### src/rtl/beep_pkg.sv
// Shared types, identifiers and tone pattern tables for the buzzer scheduler.
package beep_pkg;

    typedef enum logic [1:0] {
        S_IDLE = 2'd0,
        S_PLAY = 2'd1,
        S_GAP  = 2'd2
    } state_t;

    localparam int NREQ     = 4;
    localparam int NSEG_MAX = 4;

    // Requester ids; a lower id means a higher priority.
    localparam logic [1:0] ID_GAMEOVER = 2'd0;
    localparam logic [1:0] ID_ERROR    = 2'd1;
    localparam logic [1:0] ID_OK       = 2'd2;
    localparam logic [1:0] ID_CLICK    = 2'd3;

    localparam logic [1:0] TONE_OFF = 2'd0;
    localparam logic [1:0] TONE_250 = 2'd1;
    localparam logic [1:0] TONE_500 = 2'd2;

    // Number of segments each pattern uses.
    localparam logic [2:0] pat_nseg [NREQ] = '{
        ID_GAMEOVER: 3'd4,
        ID_ERROR:    3'd3,
        ID_OK:       3'd1,
        ID_CLICK:    3'd1
    };

    // Tone code per segment; unused segments are silent.
    localparam logic [1:0] pat_tone [NREQ][NSEG_MAX] = '{
        ID_GAMEOVER: '{TONE_250, TONE_500, TONE_250, TONE_500},
        ID_ERROR:    '{TONE_250, TONE_OFF, TONE_250, TONE_OFF},
        ID_OK:       '{TONE_500, TONE_OFF, TONE_OFF, TONE_OFF},
        ID_CLICK:    '{TONE_500, TONE_OFF, TONE_OFF, TONE_OFF}
    };

    // Segment duration in ms ticks (1..250); unused segments are 0.
    localparam logic [7:0] pat_ms [NREQ][NSEG_MAX] = '{
        ID_GAMEOVER: '{8'd250, 8'd250, 8'd250, 8'd250},
        ID_ERROR:    '{8'd250, 8'd250, 8'd250, 8'd0},
        ID_OK:       '{8'd125, 8'd0,   8'd0,   8'd0},
        ID_CLICK:    '{8'd20,  8'd0,   8'd0,   8'd0}
    };

    function automatic logic [3:0] id_onehot(input logic [1:0] id);
        return 4'b0001 << id;
    endfunction

    // Fixed-priority pick: the lowest set index wins.
    function automatic logic [1:0] lowest_idx(input logic [3:0] v);
        logic [1:0] r;
        r = '0;
        for (int i = NREQ - 1; i >= 0; i--) begin
            if (v[i]) r = 2'(i);
        end
        return r;
    endfunction

    // True when some requester with higher priority than id is waiting.
    function automatic logic any_below(input logic [3:0] v, input logic [1:0] id);
        logic r;
        r = 1'b0;
        for (int i = 0; i < NREQ; i++) begin
            if (v[i] && (i < int'(id))) r = 1'b1;
        end
        return r;
    endfunction

endpackage

### src/rtl/beep_tone_gen.sv
// Tone source: free-running 2-bit divider and the registered buzzer drive.
module beep_tone_gen
    import beep_pkg::*;
(
    input  logic       clk,
    input  logic       st,
    input  logic [1:0] tone_sel,
    input  logic       en,
    output logic       beep
);

    logic [1:0] tc;
    logic       tone_bit;

    // Pick the divider tap for the requested tone.
    always_comb begin
        // NOTE: every path assigns tone_bit, so this stays combinational with no latch.
        case (tone_sel)
            TONE_250: tone_bit = tc[1];
            TONE_500: tone_bit = tc[0];
            default:  tone_bit = 1'b0;
        endcase
    end

    // Divider runs continuously; the buzzer is driven only while enabled.
    always_ff @(posedge clk or negedge st) begin
        if (!st) begin
            tc   <= '0;
            beep <= 1'b0;
        end else begin
            tc   <= tc + 2'd1;
            beep <= en & tone_bit;
        end
    end

endmodule

### src/rtl/beep_scheduler.sv
// Arbitrates four beep requesters onto one buzzer, sequencing each tone pattern.
// GAP_MS must be at least 1.
module beep_scheduler
    import beep_pkg::*;
#(
    parameter int TICK_DIV = 1,
    parameter int GAP_MS   = 50,
    parameter int PREEMPT  = 1
) (
    input  logic       clk,
    input  logic       st,
    input  logic [3:0] req,
    output logic [3:0] grant,
    output logic [3:0] done,
    output logic [3:0] aborted,
    output logic       busy,
    output logic       beep
);

    localparam int PW = $clog2(TICK_DIV + 1);
    localparam int GW = $clog2(GAP_MS + 1);
    localparam logic [PW-1:0] PRE_LAST = PW'(TICK_DIV - 1);

    state_t        state;
    logic [3:0]    pending;
    logic [1:0]    id;
    logic [1:0]    seg;
    logic [7:0]    seg_cnt;
    logic [GW-1:0] gap_cnt;
    logic [PW-1:0] pre;

    logic [1:0] win;
    logic       take;
    logic       tick;
    logic       last_seg;
    logic [3:0] clr;

    // Arbitration, ms tick strobe and end-of-pattern detection.
    always_comb begin
        win      = lowest_idx(pending);
        tick     = (state != S_IDLE) && (pre == PRE_LAST);
        last_seg = ({1'b0, seg} == (pat_nseg[id] - 3'd1));
        take     = 1'b0;
        if (state == S_IDLE) begin
            take = |pending;
        end else if ((state == S_PLAY) && (PREEMPT != 0)) begin
            take = any_below(pending, id);
        end
        clr = take ? id_onehot(win) : 4'b0000;
    end

    // One-deep request latch per id; a new request beats a same-cycle grant clear.
    always_ff @(posedge clk or negedge st) begin
        if (!st) begin
            pending <= '0;
        end else begin
            // NOTE: non-blocking updates so every register here sees pre-edge values.
            pending <= (pending & ~clr) | req;
        end
    end

    // Sequencer: start/preempt, per-segment countdown, inter-pattern gap.
    // seg_cnt holds the ticks left in the segment, so the tick that would take
    // it to zero is the one that advances.
    always_ff @(posedge clk or negedge st) begin
        if (!st) begin
            state   <= S_IDLE;
            id      <= '0;
            seg     <= '0;
            seg_cnt <= '0;
            gap_cnt <= '0;
            pre     <= '0;
            grant   <= '0;
            done    <= '0;
            aborted <= '0;
        end else begin
            grant   <= '0;
            done    <= '0;
            aborted <= '0;
            if (take) begin
                if (state == S_PLAY) aborted <= id_onehot(id);
                state   <= S_PLAY;
                id      <= win;
                seg     <= '0;
                seg_cnt <= pat_ms[win][0];
                pre     <= '0;
                grant   <= id_onehot(win);
            end else if (tick) begin
                pre <= '0;
                if (state == S_PLAY) begin
                    if (seg_cnt == 8'd1) begin
                        if (last_seg) begin
                            state   <= S_GAP;
                            done    <= id_onehot(id);
                            seg     <= '0;
                            seg_cnt <= '0;
                            gap_cnt <= GW'(GAP_MS);
                        end else begin
                            seg     <= seg + 2'd1;
                            seg_cnt <= pat_ms[id][seg + 2'd1];
                        end
                    end else begin
                        seg_cnt <= seg_cnt - 8'd1;
                    end
                end else begin
                    if (gap_cnt == GW'(1)) begin
                        state   <= S_IDLE;
                        gap_cnt <= '0;
                    end else begin
                        gap_cnt <= gap_cnt - GW'(1);
                    end
                end
            end else if (state != S_IDLE) begin
                pre <= pre + PW'(1);
            end
        end
    end

    assign busy = (state != S_IDLE);

    beep_tone_gen u_tone (
        .clk      (clk),
        .st       (st),
        .tone_sel (pat_tone[id][seg]),
        .en       (state == S_PLAY),
        .beep     (beep)
    );

endmodule

### config.mk
export PLATFORM = sky130hd
export DESIGN_NAME = beep_scheduler
export DESIGN_NICKNAME = d
export VERILOG_FILES = /design/src/rtl/beep_pkg.sv /design/src/rtl/beep_tone_gen.sv /design/src/rtl/beep_scheduler.sv
export SDC_FILE = /design/constraint.sdc
export NUM_CORES = 1
export LEC_CHECK = 0
export CAP_MARGIN = 15
export CORE_ASPECT_RATIO = 0.5
export CORE_MARGIN = 4
export CORE_UTILIZATION = 55
export DETAILED_ROUTE_END_ITERATION = 12
export HOLD_SLACK_MARGIN = 0.08
export PLACE_DENSITY = 0.79
export SLEW_MARGIN = 10
export SYNTH_ARGS = -nofsm -noshare
export SYNTH_HDL_FRONTEND = slang
export SYNTH_SLANG_ARGS = --single-unit
export TNS_END_PERCENT = 30
### constraint.sdc
create_clock -name clk -period 2.2 [get_ports clk]
set_clock_uncertainty 0.1 [all_clocks]
set_input_delay 0.22 -clock clk [delete_from_list [all_inputs] [get_ports clk]]
set_output_delay 0.22 -clock clk [all_outputs]
set_load 0.1 [all_outputs]
; Word level (Yosys, flattened, before mapping)
; Cells that the tools add are included.
[totals]
register_bits = 40
input_bits = 6
output_inout_bits = 14
word_cells = 122
[classes]
add_sub_neg = 6
n_lt_le_gt_ge = 7
n_eq_ne = 10
shifts = 2
n_mux = 59
bitwise_logic = 10
reduce_logical = 16
[op_table]
columns = operator, n
row1 = binary-select mux 32 bit (select 2 bit), 2
row2 = 2-to-1 mux 32 bit, 4
row3 = 2-to-1 mux 8 bit, 9
row4 = 2-to-1 mux 2 bit, 17
row5 = binary-select mux 8 bit (select 2 bit), 2
row6 = 2-to-1 mux 4 bit, 8
row7 = 2-to-1 mux 6 bit, 4
row8 = >= comparator 3 bit (second input constant), 4
row9 = NOT 2 -> 3 bit, 4
row10 = == test 8 x 1 -> 1 bit (second input constant), 1
row11 = 2-to-1 mux 1 bit, 8
row12 = AND reduction 4 bit, 2
row13 = nonzero test 2 bit, 4
row14 = << shifter 1 x 2 -> 4 bit (first input constant), 2
row15 = subtractor 8 x 1 -> 8 bit (second input constant), 1
row16 = binary-select mux 3 bit (select 2 bit), 1
row17 = == test 6 x 1 -> 1 bit (second input constant), 1
row18 = 2-to-1 mux 3 bit, 2
row19 = != test 3 bit (second input constant), 2
row20 = nonzero test 3 bit, 2
row21 = subtractor 6 x 1 -> 6 bit (second input constant), 1
row22 = adder 2 x 1 -> 2 bit (second input constant), 2
row23 = bitwise AND 4 bit, 1
row24 = binary-select mux 2 bit (select 2 bit), 1
row25 = other kinds (18), 25

; Logic depth before layout (Yosys ltp)
[logic_depth]
ltp_word = 12
ltp_mapped = 9

; By module
; A second synthesis with hierarchy kept.
[unflattened]
cells_unflattened = 233
hier_area_um2 = 2140.8
[by_module_without_submodules]
columns = mod, n_inst, cells_each, area_each_um2, seq_area_each_um2
row1 = beep_scheduler, 1, 222, 1995.7, 925.9
row2 = beep_tone_gen, 1, 11, 145.1, 75.1

; Worst setup path before layout
; Ideal clock, no wire load.
[synth_timing]
path_type = register to register
start = register id[0]
end = register gap_cnt[4]
t_arrival_ns = 1.768
required_ns = 1.955
slack_ns = 0.187
path_stages_with_launch = 8
path_buffers = 1
synth_period_minus_slack_ns = 2.013
cell_sequence = dfrtp_1 clkbuf_1 nor2_1 ha_1 nor2_1 a31oi_1 o21ai_1 o21ai_1
[synth_between]
elab_chain_len = 9
elab_cells_between_ends = 20
[synth_lines]
columns = element, line_no
row1 = start: declaration, beep_scheduler.sv:26  ; logic [1:0] id;
row2 = start signal: assignment, beep_scheduler.sv:83  ; id <= win;
row3 = "parallel branches: the longest is 8 deep, another holds subtractor 3 x 1 -> 3 bit", --
row4 = AND reduction 4 bit (no source line) (*), --
row5 = end signal: assignment, beep_scheduler.sv:97  ; gap_cnt <= GW'(GAP_MS);
row6 = end signal: assignment, beep_scheduler.sv:110  ; gap_cnt <= gap_cnt - GW'(1);
row7 = end: declaration, beep_scheduler.sv:29  ; logic [GW-1:0] gap_cnt;
; Every way passes the cells marked *. The select of a mux whose other input is x is not followed.
; A chain may end at the register's enable or synchronous reset.

; Worst setup path after layout
[layout_timing]
start = register seg_cnt[1]
end = register seg_cnt[0]
[layout_between]
elab_chain_len = 5
[layout_lines]
columns = element, line_no
row1 = start: declaration, beep_scheduler.sv:28  ; logic [7:0] seg_cnt;
row2 = start signal: assignment, beep_scheduler.sv:85  ; seg_cnt <= pat_ms[win][0];
row3 = start signal: assignment, beep_scheduler.sv:100  ; seg_cnt <= pat_ms[id][seg + 2'd1];
row4 = start signal: assignment, beep_scheduler.sv:103  ; seg_cnt <= seg_cnt - 8'd1;
row5 = == test 8 x 1 -> 1 bit, beep_scheduler.sv:91  ; if (seg_cnt == 8'd1) begin
row6 = 2-to-1 mux 8 bit, beep_scheduler.sv:91
row7 = 2-to-1 mux 8 bit, beep_scheduler.sv:90  ; if (state == S_PLAY) begin
row8 = 2-to-1 mux 8 bit, beep_scheduler.sv:88  ; end else if (tick) begin
row9 = 2-to-1 mux 8 bit, beep_scheduler.sv:80  ; if (take) begin
; No other way between the ends. The select of a mux whose other input is x is not followed.

==> flow_summary.ini <==
[sta]
fmax_ghz = 0.4749
finalSetupViolCount = 0
setup_tns_ns = 0
hold_violations = 0
min_period_over_period_pct = 95.72
rsz0062_at_grt = no
fin_ws_ns = 0.09416
slew_headroom_pct = 42.35
worstMarginPinSlew_ns = 0.8647
drv_slew = 0
finalCriticalPeriod_ns = 2.106

[floorplan]
initial_core_util_pct = 59.22
dieArea_mm2 = 0.004932
core_area_mm2 = 0.003547
die_h_um = 51.70
rows = 15
pin_count = 20
die_w_um = 95.40

[place]
pre_cts_ws_ns = 0.02488
gp_congestion = 1.042
port_buffers = 19
dp_hpwl_um = 3536
place_area_mm2 = 0.002335

[synth]
synthCells = 235
yosysUniqueCellTypes = 47
synthFlopType = dfrtp_1
synth_adder_area_share_pct = 4.169
yosysWarnings = 0
yosys.area_share.simple_pct = 24.36
synth_top_family_by_area = simple AND/OR/NAND/NOR gates
synth_area_mm2 = 0.002101
syn_area_per_cell_um2 = 8.939
synth_seq_cells = 40
ys_seq_area_share_pct = 47.65
syn-num-nets = 248
synth_compound_area_share_pct = 17.93
async_flop_share_pct = 100.0
synth_mux_area_share_pct = 0.4765
synth_edf_count = 0
synth_xor_area_share_pct = 0.8338

[route]
drc = 0
via_per_inst = 5.946
dr.pass1.iters = 5
wirelength_um = 4778
via_count = 1867
wl_per_cell_um = 15.22
drt.antenna.violating_nets = 0
drt_iter0_drc = 112

[power]
p_total_mw = 2.144
power.leakage_nw = 1.101
ir_drop_mv = 0.5556
powerDensity_mw_per_mm2 = 863.7

[global_routing]
grt_pass1_wl_um = 8017
grt_pass1_vias = 1699
antenna_found_initial = 0
grt_overflow_total = 0
grt_max_degree = 41
track_usage_pct = 21.73

[cells_and_area]
n_fill_cell = 276
final_common_cell = dfrtp_1
layout_common_cells = 39 x dfrtp_1, 28 x nor2_1, 24 x nand2_1, 23 x buf_4, 14 x o21ai_0
stdcell_area_mm2 = 0.002482
diodes = 0
layout-drive-gt1-share_pct = 15.21
area_growth_pct = 18.17
nets = 275

[cts]
cts_tree = built
root_buffer = clkbuf_8
clock-sinks = 40
htree_levels = 2
numCtsBuffers = 5
max-clock-path-buffers = 2
path_clk_slew_ns = 0.07
clk_latency_ns = 0.30

[worst_hold_path]
min_path_cells = 1
min_from = u_tone.tc[0]
hold_path_class = register to register

[outcome]
run_status = finished clean

[job]
maxCapViolCount = 0

[setup_path]
cp_max_fo = 9
crit_path_start = seg_cnt[1]
worst_setup_path_end_kind = register
critPathLaunchType = register
r2r-start = seg_cnt[1]
reg2reg_depth = 8
arrival_ns = 2.15
worstSetupPathType = register to register
crit_required_ns = 2.24
cell usage after synthesis, drive strengths merged (2+ instances only):
| library cell | instances | share of area [%] |
|---|---|---|
| a211oi | 2 | 0.71 |
| a21o | 6 | 2.1 |
| a21oi | 12 | 2.9 |
| a221oi | 2 | 0.83 |
| a22oi | 2 | 0.71 |
| a31oi | 5 | 1.5 |
| and4b | 2 | 0.95 |
| buf | 6 | 1.5 |
| clkbuf | 4 | 0.71 |
| dfrtp | 40 | 48 |
| ha | 7 | 4.2 |
| inv | 12 | 2.1 |
| nand2 | 24 | 4.3 |
| nand2b | 4 | 1.2 |
| nand3 | 7 | 1.7 |
| nand3b | 2 | 0.71 |
| nand4 | 2 | 0.60 |
| nor2 | 29 | 5.3 |
| nor2b | 2 | 0.60 |
| nor3 | 15 | 4.0 |
| nor3b | 3 | 1.1 |
| o21a | 3 | 1.1 |
| o21ai | 23 | 5.5 |
| o22ai | 2 | 0.60 |
cell families after synthesis:
group / count (synthesis)
and+or+nand+nor: 100
muxes: 1
buffers and inverters: 22
adders and majority gates: 7
xor gates and xnor gates: 2
DFF: 40
other: 1
AOI/OAI and AO/OA: 62
power by group:
part	internal, mW	leakage, nW	switching (mW)	total (mW)
Clock	0.336	0.0552	0.251	0.587
Combinational	0.243	0.548	0.380	0.623
Sequential	0.824	0.497	0.110	0.934
worst max-delay path: stages (launching register included):
cell and delay [ns]:
dfrtp_1 0.39, inv_1 0.08, ha_1 0.17, or4b_4 0.51, nor2_4 0.17, buf_6 0.16, nor2_1 0.04, a221oi_1 0.21
a221oi_1 0.13
final cells by class:
| type | instances | area, um2 | area share [%] |
|---|---|---|---|
| Inverter | 12 | 45.04 | 1.815 |
| Sequential cell | 40 | 1002 | 40.37 |
| Clock inverter | 2 | 35.03 | 1.411 |
| Tap cell | 51 | 63.81 | 2.571 |
| Timing Repair Buffer | 30 | 239.0 | 9.627 |
| Multi-Input combinational cell | 173 | 1025 | 41.28 |
| Clock buffer | 6 | 72.57 | 2.923 |
layer usage:
| layer | share of wire (%) | GRT usage, % | up-vias |
|---|---|---|---|
| met5 | 0 | 0 | - |
| met3 | 8.9 | 4.769 | 9 |
| li1 | - | - | 880 |
| met1 | 46 | 31.09 | 887 |
| met4 | 1.9 | 9.670 | 0 |
| met2 | 43 | 31.63 | 91 |
flip-flops by register name, indices dropped and copies added (netlist names):
register	count
seg_cnt	8
state	2
id	2
u_tone.tc	2
done	4
pending	4
gap_cnt	6
pre	1
grant	4
seg	2
aborted	4
u_tone.beep	1
worst paths after layout:
path / end / slack [ns]
worst max-delay path: seg_cnt[0] / 0.09
worst min-delay path: u_tone.tc[0] / 0.37
worst max register to register: seg_cnt[0] / 0.09
worst min register to register: u_tone.tc[0] / 0.37
max in group asynchronous: seg_cnt[0] / 0.91
min in group asynchronous: done[2] / 0.48
per-stage QoR:
step | cells | hold slack, ns | util [%]
floorplan | 235 | -0.1756 | -
global placement | 304 | 0.2792 | 65.82
detailed placement | 304 | 0.2873 | 65.82
CTS | 313 | 0.3663 | 69.14
global route | 314 | 0.3742 | 69.98
finish | 314 | 0.3672 | 69.98
what timing repair did:
action | in CTS | in global routing
setup buffers | 0 | 1
setup endpoints to repair | 0 | 11
gates resized for setup | 0 | 5
hold buffers | 1 | 0
endpoints found under the hold margin | 40 | 0
Note: power is estimated with default switching activity, not from simulation.
